$ cat src/rtl/pipelined_cache_miss_handler_pkg.sv
// Shared types and geometry for the pipelined cache miss/writeback engine.
// The line-address helper builds line-aligned memory addresses from tag and index.
package pipelined_cache_miss_handler_pkg;

  localparam int S_OFFSET = 5;
  localparam int S_INDEX  = 3;
  localparam int S_TAG    = 32 - S_OFFSET - S_INDEX;
  localparam int S_LINE   = 256;

  typedef enum logic [2:0] {
    IDLE    = 3'd0,
    WB      = 3'd1,
    FILL    = 3'd2,
    INSTALL = 3'd3,
    REPLAY  = 3'd4
  } miss_state_t;

  function automatic logic [31:0] line_addr(input logic [S_TAG-1:0]   tag,
                                            input logic [S_INDEX-1:0] idx);
    return {tag, idx, {S_OFFSET{1'b0}}};
  endfunction

endpackage

$ cat src/rtl/pipelined_cache_miss_handler_sat_counter32.sv
// 32-bit event counter that sticks at all-ones instead of wrapping.
// RST_VAL lets a bench start the count near the ceiling.
module sat_counter32 #(
  parameter logic [31:0] RST_VAL = 32'h0
) (
  input  logic        clk,
  input  logic        rst_n,
  input  logic        i_inc,
  output logic [31:0] o_count
);

  logic [31:0] r_count;

  always_ff @(posedge clk or negedge rst_n) begin
    if (!rst_n) begin
      r_count <= RST_VAL;
    end else if (i_inc && (r_count != 32'hFFFF_FFFF)) begin
      r_count <= r_count + 32'd1;
    end
  end

  assign o_count = r_count;

endmodule

$ cat src/rtl/pipelined_cache_miss_handler.sv
// Miss/writeback engine behind the stage-2 register: stalls on a miss, writes back
// a dirty victim, fills the line, installs it and replays the request as a hit.
module pipelined_cache_miss_handler
  import pipelined_cache_miss_handler_pkg::*;
#(
  parameter logic [31:0] CNT_INIT = 32'h0
) (
  input  logic               clk,
  input  logic               rst,
  input  logic               req_valid_i,
  input  logic               hit_i,
  input  logic               dirty_i,
  input  logic               lru_i,
  input  logic               mem_write_i,
  input  logic [31:0]        address_i,
  input  logic [S_TAG-1:0]   victim_tag_i,
  input  logic [S_LINE-1:0]  victim_data_i,
  input  logic [S_LINE-1:0]  pmem_rdata_i,
  input  logic               pmem_resp_i,
  output logic               pmem_read_o,
  output logic               pmem_write_o,
  output logic [31:0]        pmem_address_o,
  output logic [S_LINE-1:0]  pmem_wdata_o,
  output logic               stall_o,
  output logic               fill_we_o,
  output logic               fill_way_o,
  output logic [S_INDEX-1:0] fill_index_o,
  output logic [S_TAG-1:0]   fill_tag_o,
  output logic [S_LINE-1:0]  fill_data_o,
  output logic [31:0]        miss_count_o,
  output logic [31:0]        wb_count_o
);

  miss_state_t        r_state, w_state_nxt;
  logic [31:0]        r_addr;
  logic               r_way;
  logic               r_mem_write;
  logic [S_TAG-1:0]   r_vtag;
  logic [S_LINE-1:0]  r_vdata;
  logic [S_LINE-1:0]  r_fill_data;
  logic               r_pmem_read, r_pmem_write, r_fill_we;
  logic [31:0]        r_pmem_addr, w_pmem_addr_nxt;
  logic               w_miss, w_wb_done;

  // Gating with rst keeps stall low while reset is held, even if stage 2 still shows a miss.
  assign w_miss    = rst & (r_state == IDLE) & req_valid_i & ~hit_i;
  assign w_wb_done = (r_state == WB) & pmem_resp_i;

  always_comb begin
    w_state_nxt     = r_state;
    w_pmem_addr_nxt = '0;
    case (r_state)
      IDLE: begin
        if (w_miss) begin
          w_state_nxt     = dirty_i ? WB : FILL;
          w_pmem_addr_nxt = dirty_i ? line_addr(victim_tag_i, address_i[S_OFFSET +: S_INDEX])
                                    : line_addr(address_i[31 -: S_TAG], address_i[S_OFFSET +: S_INDEX]);
        end
      end
      WB: begin
        w_pmem_addr_nxt = r_pmem_addr;
        if (pmem_resp_i) begin
          w_state_nxt     = FILL;
          w_pmem_addr_nxt = line_addr(r_addr[31 -: S_TAG], r_addr[S_OFFSET +: S_INDEX]);
        end
      end
      FILL: begin
        w_pmem_addr_nxt = r_pmem_addr;
        if (pmem_resp_i) begin
          w_state_nxt     = INSTALL;
          w_pmem_addr_nxt = '0;
        end
      end
      INSTALL: w_state_nxt = REPLAY;
      REPLAY:  w_state_nxt = IDLE;
      default: w_state_nxt = IDLE;
    endcase
  end

  // Memory-side strobes are registered from the next state so they never glitch.
  always_ff @(posedge clk or negedge rst) begin
    if (!rst) begin
      r_state      <= IDLE;
      r_pmem_read  <= 1'b0;
      r_pmem_write <= 1'b0;
      r_fill_we    <= 1'b0;
      r_pmem_addr  <= '0;
      r_addr       <= '0;
      r_way        <= 1'b0;
      r_mem_write  <= 1'b0;
      r_vtag       <= '0;
      r_vdata      <= '0;
      r_fill_data  <= '0;
    end else begin
      r_state      <= w_state_nxt;
      r_pmem_read  <= (w_state_nxt == FILL);
      r_pmem_write <= (w_state_nxt == WB);
      r_fill_we    <= (w_state_nxt == INSTALL);
      r_pmem_addr  <= w_pmem_addr_nxt;
      if (w_miss) begin
        r_addr      <= address_i;
        r_way       <= lru_i;
        r_mem_write <= mem_write_i;
        r_vtag      <= victim_tag_i;
        r_vdata     <= victim_data_i;
      end
      if ((r_state == FILL) && pmem_resp_i) begin
        r_fill_data <= pmem_rdata_i;
      end
    end
  end

  assign stall_o        = (r_state != IDLE) | w_miss;
  assign pmem_read_o    = r_pmem_read;
  assign pmem_write_o   = r_pmem_write;
  assign pmem_address_o = r_pmem_addr;
  assign pmem_wdata_o   = r_vdata;
  assign fill_we_o      = r_fill_we;
  assign fill_way_o     = r_way;
  assign fill_index_o   = r_addr[S_OFFSET +: S_INDEX];
  assign fill_tag_o     = r_addr[31 -: S_TAG];
  assign fill_data_o    = r_fill_data;

  sat_counter32 #(.RST_VAL(CNT_INIT)) u_miss_cnt (
    .clk     (clk),
    .rst_n   (rst),
    .i_inc   (w_miss),
    .o_count (miss_count_o)
  );

  sat_counter32 #(.RST_VAL(CNT_INIT)) u_wb_cnt (
    .clk     (clk),
    .rst_n   (rst),
    .i_inc   (w_wb_done),
    .o_count (wb_count_o)
  );

endmodule

$ cat config.mk
export PLATFORM = sky130hd
export DESIGN_NAME = pipelined_cache_miss_handler
export DESIGN_NICKNAME = d
export VERILOG_FILES = /design/src/rtl/pipelined_cache_miss_handler_pkg.sv /design/src/rtl/pipelined_cache_miss_handler_sat_counter32.sv /design/src/rtl/pipelined_cache_miss_handler.sv
export SDC_FILE = /design/constraint.sdc
export NUM_CORES = 1
export LEC_CHECK = 0
export BUFFER_PORTS_ARGS = -buffer_cell sky130_fd_sc_hd__buf_2
export CORE_AREA = 2 2 478 480
export CTS_CLUSTER_SIZE = 10
export DETAILED_ROUTE_END_ITERATION = 10
export DIE_AREA = 0 0 480 482
export PLACE_DENSITY = 0.33
export REMOVE_ABC_BUFFERS = 1
export SETUP_SLACK_MARGIN = 0.2
export SKIP_CTS_REPAIR_TIMING = 1
export SYNTH_ARGS = -nofsm -noshare
export SYNTH_HDL_FRONTEND = slang
export SYNTH_HIERARCHICAL = 1
export SYNTH_SLANG_ARGS = --single-unit
$ cat constraint.sdc
create_clock -name clk -period 3.6 [get_ports clk]
set_input_delay 0.72 -clock clk [delete_from_list [all_inputs] [get_ports clk]]
set_output_delay 0.72 -clock clk [all_outputs]
set_load 0.005 [all_outputs]
==> impl_metrics.csv, run 1 <==
group,metric,value,unit
cells_and_area,area_delta_synth_final,49.5,%
power_and_ir_drop,leakagePower,19.0,nW
cells_and_area,fin_util,16.9,%
synthesis,syn_area,25600,µm²
drt,vias,21800,
sta,finalHoldViolCount,0,
floorplan,fp.dieArea,231000,µm²
synthesis,yosys-top-cells-area,"dfrtp_1 (62%), nand2_1 (13%), mux2_2 (12%)",
floorplan,die_h,482,µm
sta,setup_violations,0,
synthesis,synth_ff_type,"dfrtp_1",
worst_setup_path,critPathKind,"flop to flop",
global_routing,grt_pass1_wl,188000,µm
clock_tree,cts.sinks,637,
sta,fmax,359,MHz
clock_tree,cts_buffers,87,
sta,worst_slack,811,ps
worst_setup_path,cp_slowest_cell,"or4_4",
clock_tree,clock_path_buffers,3,
worst_setup_path,cp_cell_sequence,"or4_4, buf_4, buf_12, nand2_1, nand2_1",
synthesis,yosys-top-cells-count,"nand2_1 (891), dfrtp_1 (637), mux2_2 (265)",
synthesis,yosysMostFrequentCell,"nand2_1",
global_routing,track_usage,11.7,%
synthesis,synth_cells,2251,
drt,routed_wl,140000,µm
sta,max_slew.worst_pin.slew,1090,ps
sta,rsz0062_at_grt,"no",
global_routing,antenna_found_initial,86,
drt,wirelength_met1,49800,µm
floorplan,die_x,480,µm
cells_and_area,final_nets,4069,
synthesis,synth_top_cell_area_share,62.3,%
sta,period_minus_slack,2790,ps
drt,dr.first_iter.drc_count,1029,
worst_setup_path,cp_data_required_time,4150,ps
place,dp_hpwl,112000,µm
synthesis,yosysWarnings,6,
worst_setup_path,end_kind,"flop",
drt,vias_per_cell,3.31,
drt,highest_layer,"met5",
drt,met3_wirelength,12700,µm
drt,drc_errors,0,
worst_setup_path,worstPathArrival,3340,ps
global_routing,grt_pass1_vias,22500,
clock_tree,cts-root-buf,"clkbuf_16",
place,place.gp.congestion,0.812,
power_and_ir_drop,vdd_ir_drop_max,0.000339,V
power_and_ir_drop,powerDensity,833,nW/µm²
floorplan,rows,175,
sta,relSlewSlack,27.3,%
worst_setup_path,critical-path-top-delay-family,"simple AND/OR/NAND/NOR gates",
synthesis,synthArstFlopShare,100,%
clock_tree,cts_tree,"done",
synthesis,ys_seq_area_share,62.3,%
worst_setup_path,path_common_cell,"nand2_1",
sta,finalClockSkew,61.2,ps
synthesis,synth_top_area_cell,"dfrtp_1",
sta,setup_tns,0,ps
sta,slew_violations,0,
clock_tree,htreeDepth,3,
clock_tree,insertion_delay,720,ps
job,maxCapViolations,0,
place,portBuffers,1204,
worst_setup_path,rrSetupSlack,810,ps
floorplan,ios,1216,
hold_path,hp-class,"input pin to asynchronous set/reset pin",
cells_and_area,final_layout_size_suffix_gt1_share,47.7,%
floorplan,start_util,11.3,%
drt,wl_met2,71400,µm
floorplan,core_area,226000,µm²
sta,fin_crit_sh,77.5,%
synthesis,syn_area_per_cell,11.4,µm²
global_routing,grt_max_degree,149,
worst_setup_path,cp_num_buf_inv,2,
run_status,outcome,"complete, no violations",
global_routing,gr-total-overflow,0,
worst_setup_path,cp-start-kind,"flop",
worst_setup_path,crit_fanout,144,
drt,ant_nets,0,
place,dp_slack,596,ps
drt,first_pass_iters,5,
synthesis,synth_enable_flop_cells,0,
synthesis,ys_ff_latch,637,
clock_tree,clkTransAtPathRegs,60,ps
worst_setup_path,slowest_delay,770,ps
synthesis,ys_types,47,
drt,routedWlPerCell,21.1,µm
==> flip-flops by register name, indices dropped and copies added (netlist names) <==
name / count
fill_data_o: 256
pmem_wdata_o: 256
u_miss_cnt/o_count: 32
u_wb_cnt/o_count: 32
pmem_address_o: 27
r_addr: 27
r_state: 3
fill_way_o: 1
fill_we_o: 1
pmem_read_o: 1
pmem_write_o: 1
==> kinds of logic after synthesis <==
| group | count (synthesis) | share of synthesized area, % |
|---|---|---|
| and+or+nand+nor | 1056 | 17.2 |
| DFF | 637 | 62.3 |
| muxes | 284 | 12.4 |
| buffers and inverters | 125 | 3.70 |
| AOI/OAI and AO/OA | 87 | 2.25 |
| xor gates and xnor gates | 59 | 2.02 |
| adders and majority gates | 2 | 0.0978 |
| other | 1 | 0.0147 |
==> metal layers <==
metal / vias up / track usage [%]
met5: - / 0
met4: 8 / 4.34
met3: 278 / 4.22
met2: 1031 / 21.3
met1: 10600 / 12.1
li1: 9890 / -
==> final cells by class <==
class	instances	area [µm²]
Fill cell	25600	188000
Timing Repair Buffer	1268	6730
Clock inverter	26	404
Tap cell	3009	3760
Antenna cell	38	95.1
Multi-Input combinational cell	1493	8730
Clock buffer	131	2550
Sequential cell	637	15900
Inverter	4	27.5
==> where the power goes <==
group | leakage [nW] | internal, W | total [W] | switching, W
Sequential | 7.89 | 0.0104 | 0.0122 | 0.00181
Combinational | 9.64 | 0.00494 | 0.0106 | 0.00566
Clock | 1.44 | 0.00541 | 0.00905 | 0.00363
Total | 19.0 | 0.0208 | 0.0319 | 0.0111
==> cells in the final DEF (no fill, tap or decap), drive strengths merged, types with 19 or more instances in the layout <==
cell	instances
nand2	893
a21oi	30
nor2	31
buf	1268
clkbuf	131
xnor2	49
diode	38
o22ai	19
mux2	267
dfrtp	637
nand3	32
nand4	32
==> through the flow <==
stage / std cells / total power, W / cell area [µm²] / hold slack [ps]
after floorplan: 2134 / 0.0164 / 24700 / 424
after global placement: 6411 / 0.0233 / 35200 / 454
after detailed placement: 6411 / 0.0233 / 35200 / 457
after CTS: 6568 / 0.0327 / 38100 / 11.0
after global routing: 6604 / 0.0343 / 38200 / 39.8
final: 6606 / 0.0319 / 38200 / 59.1
==> final timing paths <==
| kind | endpoint | depth (start not counted) | start |
|---|---|---|---|
| worst max-delay path | pmem_wdata_o[179] | 5 | r_state[2] |
| worst min-delay path | u_wb_cnt/o_count[24] | 2 | rst |
| worst max register to register | pmem_wdata_o[179] | 5 | r_state[2] |
| worst min register to register | pmem_wdata_o[140] | 2 | pmem_wdata_o[140] |
| max in group asynchronous | fill_data_o[104] | 4 | rst |
| min in group clk | pmem_wdata_o[201] | 3 | victim_data_i[201] |
(Power assumes the default switching activity.)
==> run 2, diff against run 1 <==
--- a/config.mk
+++ b/config.mk
@@ -5,12 +5,13 @@
 export SDC_FILE = /design/constraint.sdc
 export NUM_CORES = 1
 export LEC_CHECK = 0
+export ABC_AREA = 1
 export BUFFER_PORTS_ARGS = -buffer_cell sky130_fd_sc_hd__buf_2
-export CORE_AREA = 2 2 478 480
+export CORE_AREA = 2 2 472 474
 export CTS_CLUSTER_SIZE = 10
 export DETAILED_ROUTE_END_ITERATION = 10
-export DIE_AREA = 0 0 480 482
-export PLACE_DENSITY = 0.33
+export DIE_AREA = 0 0 474 476
+export PLACE_DENSITY = 0.34
 export REMOVE_ABC_BUFFERS = 1
 export SETUP_SLACK_MARGIN = 0.2
 export SKIP_CTS_REPAIR_TIMING = 1
==> constraint.sdc (replaced) <==
create_clock -name clk -period 2.58 [get_ports clk]
set_input_delay 0.516 -clock clk [delete_from_list [all_inputs] [get_ports clk]]
set_output_delay 0.516 -clock clk [all_outputs]
set_load 0.005 [all_outputs]
==> run 2 against run 1 <==
Effect of this change:
- final area up 13%
- critical endpoint is now r_addr[15]
- flip-flop and latch count stayed put
- core utilization grew 2.6 points
==> impl_metrics.csv, run 2 <==
group,metric,value,unit
synthesis,ys_seq_area_share,60.1,%
place,dpl_cell_area,36200,µm²
worst_setup_path,worstPathArrival,2940,ps
floorplan,rows,173,
global_routing,grt_pass1_wl,223000,µm
floorplan,fp.dieArea,226000,µm²
worst_setup_path,end_kind,"flop",
worst_setup_path,critPathKind,"input pin to flop",
drt,routedWlPerCell,21.5,µm
cells_and_area,final_layout_size_suffix_gt1_share,29.5,%
sta,rsz0062_at_grt,"no",
job,maxCapViolations,0,
floorplan,ios,1216,
global_routing,antenna_found_initial,129,
power_and_ir_drop,power,0.0438,W
power_and_ir_drop,vdd_ir_drop_max,0.000510,V
worst_setup_path,cp-start-kind,"input pin",
cells_and_area,mostFrequentLayoutCells,"nand2_1 (2064), buf_2 (1203), dfrtp_1 (637)",
clock_tree,cts_buffers,88,
drt,vias,27800,
global_routing,grt_max_degree,106,
floorplan,die_h,476,µm
cells_and_area,final_cells,7910,
clock_tree,insertion_delay,740,ps
cells_and_area,fin_util,19.5,%
drt,dr.first_iter.drc_count,1864,
place,dp_hpwl,136000,µm
floorplan,core_area,221000,µm²
clock_tree,clkTransAtPathRegs,60,ps
global_routing,grt_pass1_vias,26100,
cells_and_area,seq_area,15900,µm²
sta,fin_crit_sh,89.8,%
synthesis,ys_ff_latch,637,
place,dp_slack,118,ps
synthesis,syn_area,26500,µm²
clock_tree,cts_tree,"done",
cells_and_area,layout_commonest_cell,"nand2_1",
synthesis,synth_cells,3242,
cells_and_area,area_delta_synth_final,62.1,%
run_status,outcome,"complete, no violations",
synthesis,yosys-top-cells-area,"dfrtp_1 (60%), nand2_1 (29%), buf_2 (1.7%)",
cells_and_area,fill_cells,25200,
drt,ant_nets,0,
synthesis,synth_top_area_cell,"dfrtp_1",
place,place.gp.congestion,0.863,
sta,finalHoldViolCount,0,
floorplan,die_x,474,µm
sta,fmax,431,MHz
worst_setup_path,cp_data_required_time,3200,ps
drt,vias_per_cell,3.51,
synthesis,ys_types,27,
worst_setup_path,crit_fanout,50,
sta,period_minus_slack,2320,ps
drt,first_pass_iters,5,
floorplan,start_util,12.0,%
drt,routed_wl,170000,µm
power_and_ir_drop,powerDensity,1020,nW/µm²
drt,drc_errors,0,
synthesis,yosys-top-cells-count,"nand2_1 (2064), dfrtp_1 (637), nor2_1 (107)",
clock_tree,cts-root-buf,"clkbuf_16",
global_routing,gr-total-overflow,0,
clock_tree,clock_path_buffers,3,
synthesis,syn_area_per_cell,8.19,µm²
power_and_ir_drop,leakagePower,22.9,nW
sta,setup_violations,0,
synthesis,synth_top_cell_area_share,60.1,%
cells_and_area,multiInputGateArea,9450,µm²
clock_tree,cts.sinks,637,
sta,finalClockSkew,47.8,ps
synthesis,synth_ff_type,"dfrtp_1",
synthesis,synth_enable_flop_cells,0,
sta,slew_violations,0,
cells_and_area,final_nets,5413,
synthesis,yosysWarnings,6,
sta,worst_slack,262,ps
sta,relSlewSlack,47.7,%
clock_tree,htreeDepth,3,
place,portBuffers,1204,
sta,max_slew.worst_pin.slew,785,ps
synthesis,synthArstFlopShare,100,%
global_routing,track_usage,14.3,%
cells_and_area,final_area,43000,µm²
hold_path,hp-class,"input pin to flop",
synthesis,yosysMostFrequentCell,"nand2_1",
place,dp_cells,7337,
-- run 2: final cells by class --
class | count | area share (%)
Multi-Input combinational cell | 2372 | 22.0
Antenna cell | 34 | 0.198
Sequential cell | 637 | 37.0
Clock inverter | 26 | 0.872
Timing Repair Buffer | 1646 | 24.5
Clock buffer | 130 | 5.93
Inverter | 90 | 0.820
Tap cell | 2975 | 8.65
-- run 2: worst paths after layout --
check                                       from                    end  slack, ps  cells after the start
worst max-delay path                         rst             r_addr[15]        260                      9
worst min-delay path               address_i[24]             r_addr[24]         40                      3
worst max register to register        r_state[0]             r_addr[15]        320                      8
worst min register to register  pmem_wdata_o[27]       pmem_wdata_o[27]        470                      2
max in group asynchronous                    rst  u_miss_cnt/o_count[6]        770                      4
min in group asynchronous                    rst        fill_data_o[58]        490                      3
-- run 2: critical path, cell delays in order --
cell	delay (ps)
dlygate4sd3_1	560
buf_8	130
nand3_1	190
nor2_4	280
buf_12	200
buf_16	220
inv_8	130
buf_12	190
o21ai_0	280
-- run 2: per-stage QoR --
step	setup TNS [ps]	hold WS [ps]
3_3_place_gp	0	453
3_5_place_dp	0	456
6_report	0	35.7
2_1_floorplan	-3996330	220
5_1_grt	0	-0.374
4_1_cts	0	-164
-- run 2: report_power, final --
part	internal (W)	switching, W
clock	0.00728	0.00526
combinational	0.00564	0.00898
sequential	0.0141	0.00253
total	0.0270	0.0168
-- run 2: cell families after synthesis --
logic type | share of synthesized area (%)
AO/OA/AOI/OAI | 1.01
buffers and inverters | 4.47
XOR/XNOR | 0.528
adder cells (fa/ha/maj) | 0.0943
flip-flops | 60.1
other | 0.0141
AND/OR/NAND/NOR | 33.8
-- run 2: metal layers --
layer  global-route usage [%]  wire (µm)  up-vias
met1                     16.3      66600    13300
li1                         -          -    13000
met5                        0        446        -
met3                     6.23      16800      309
met4                     3.51       4370       66
met2                     24.5      81400     1119
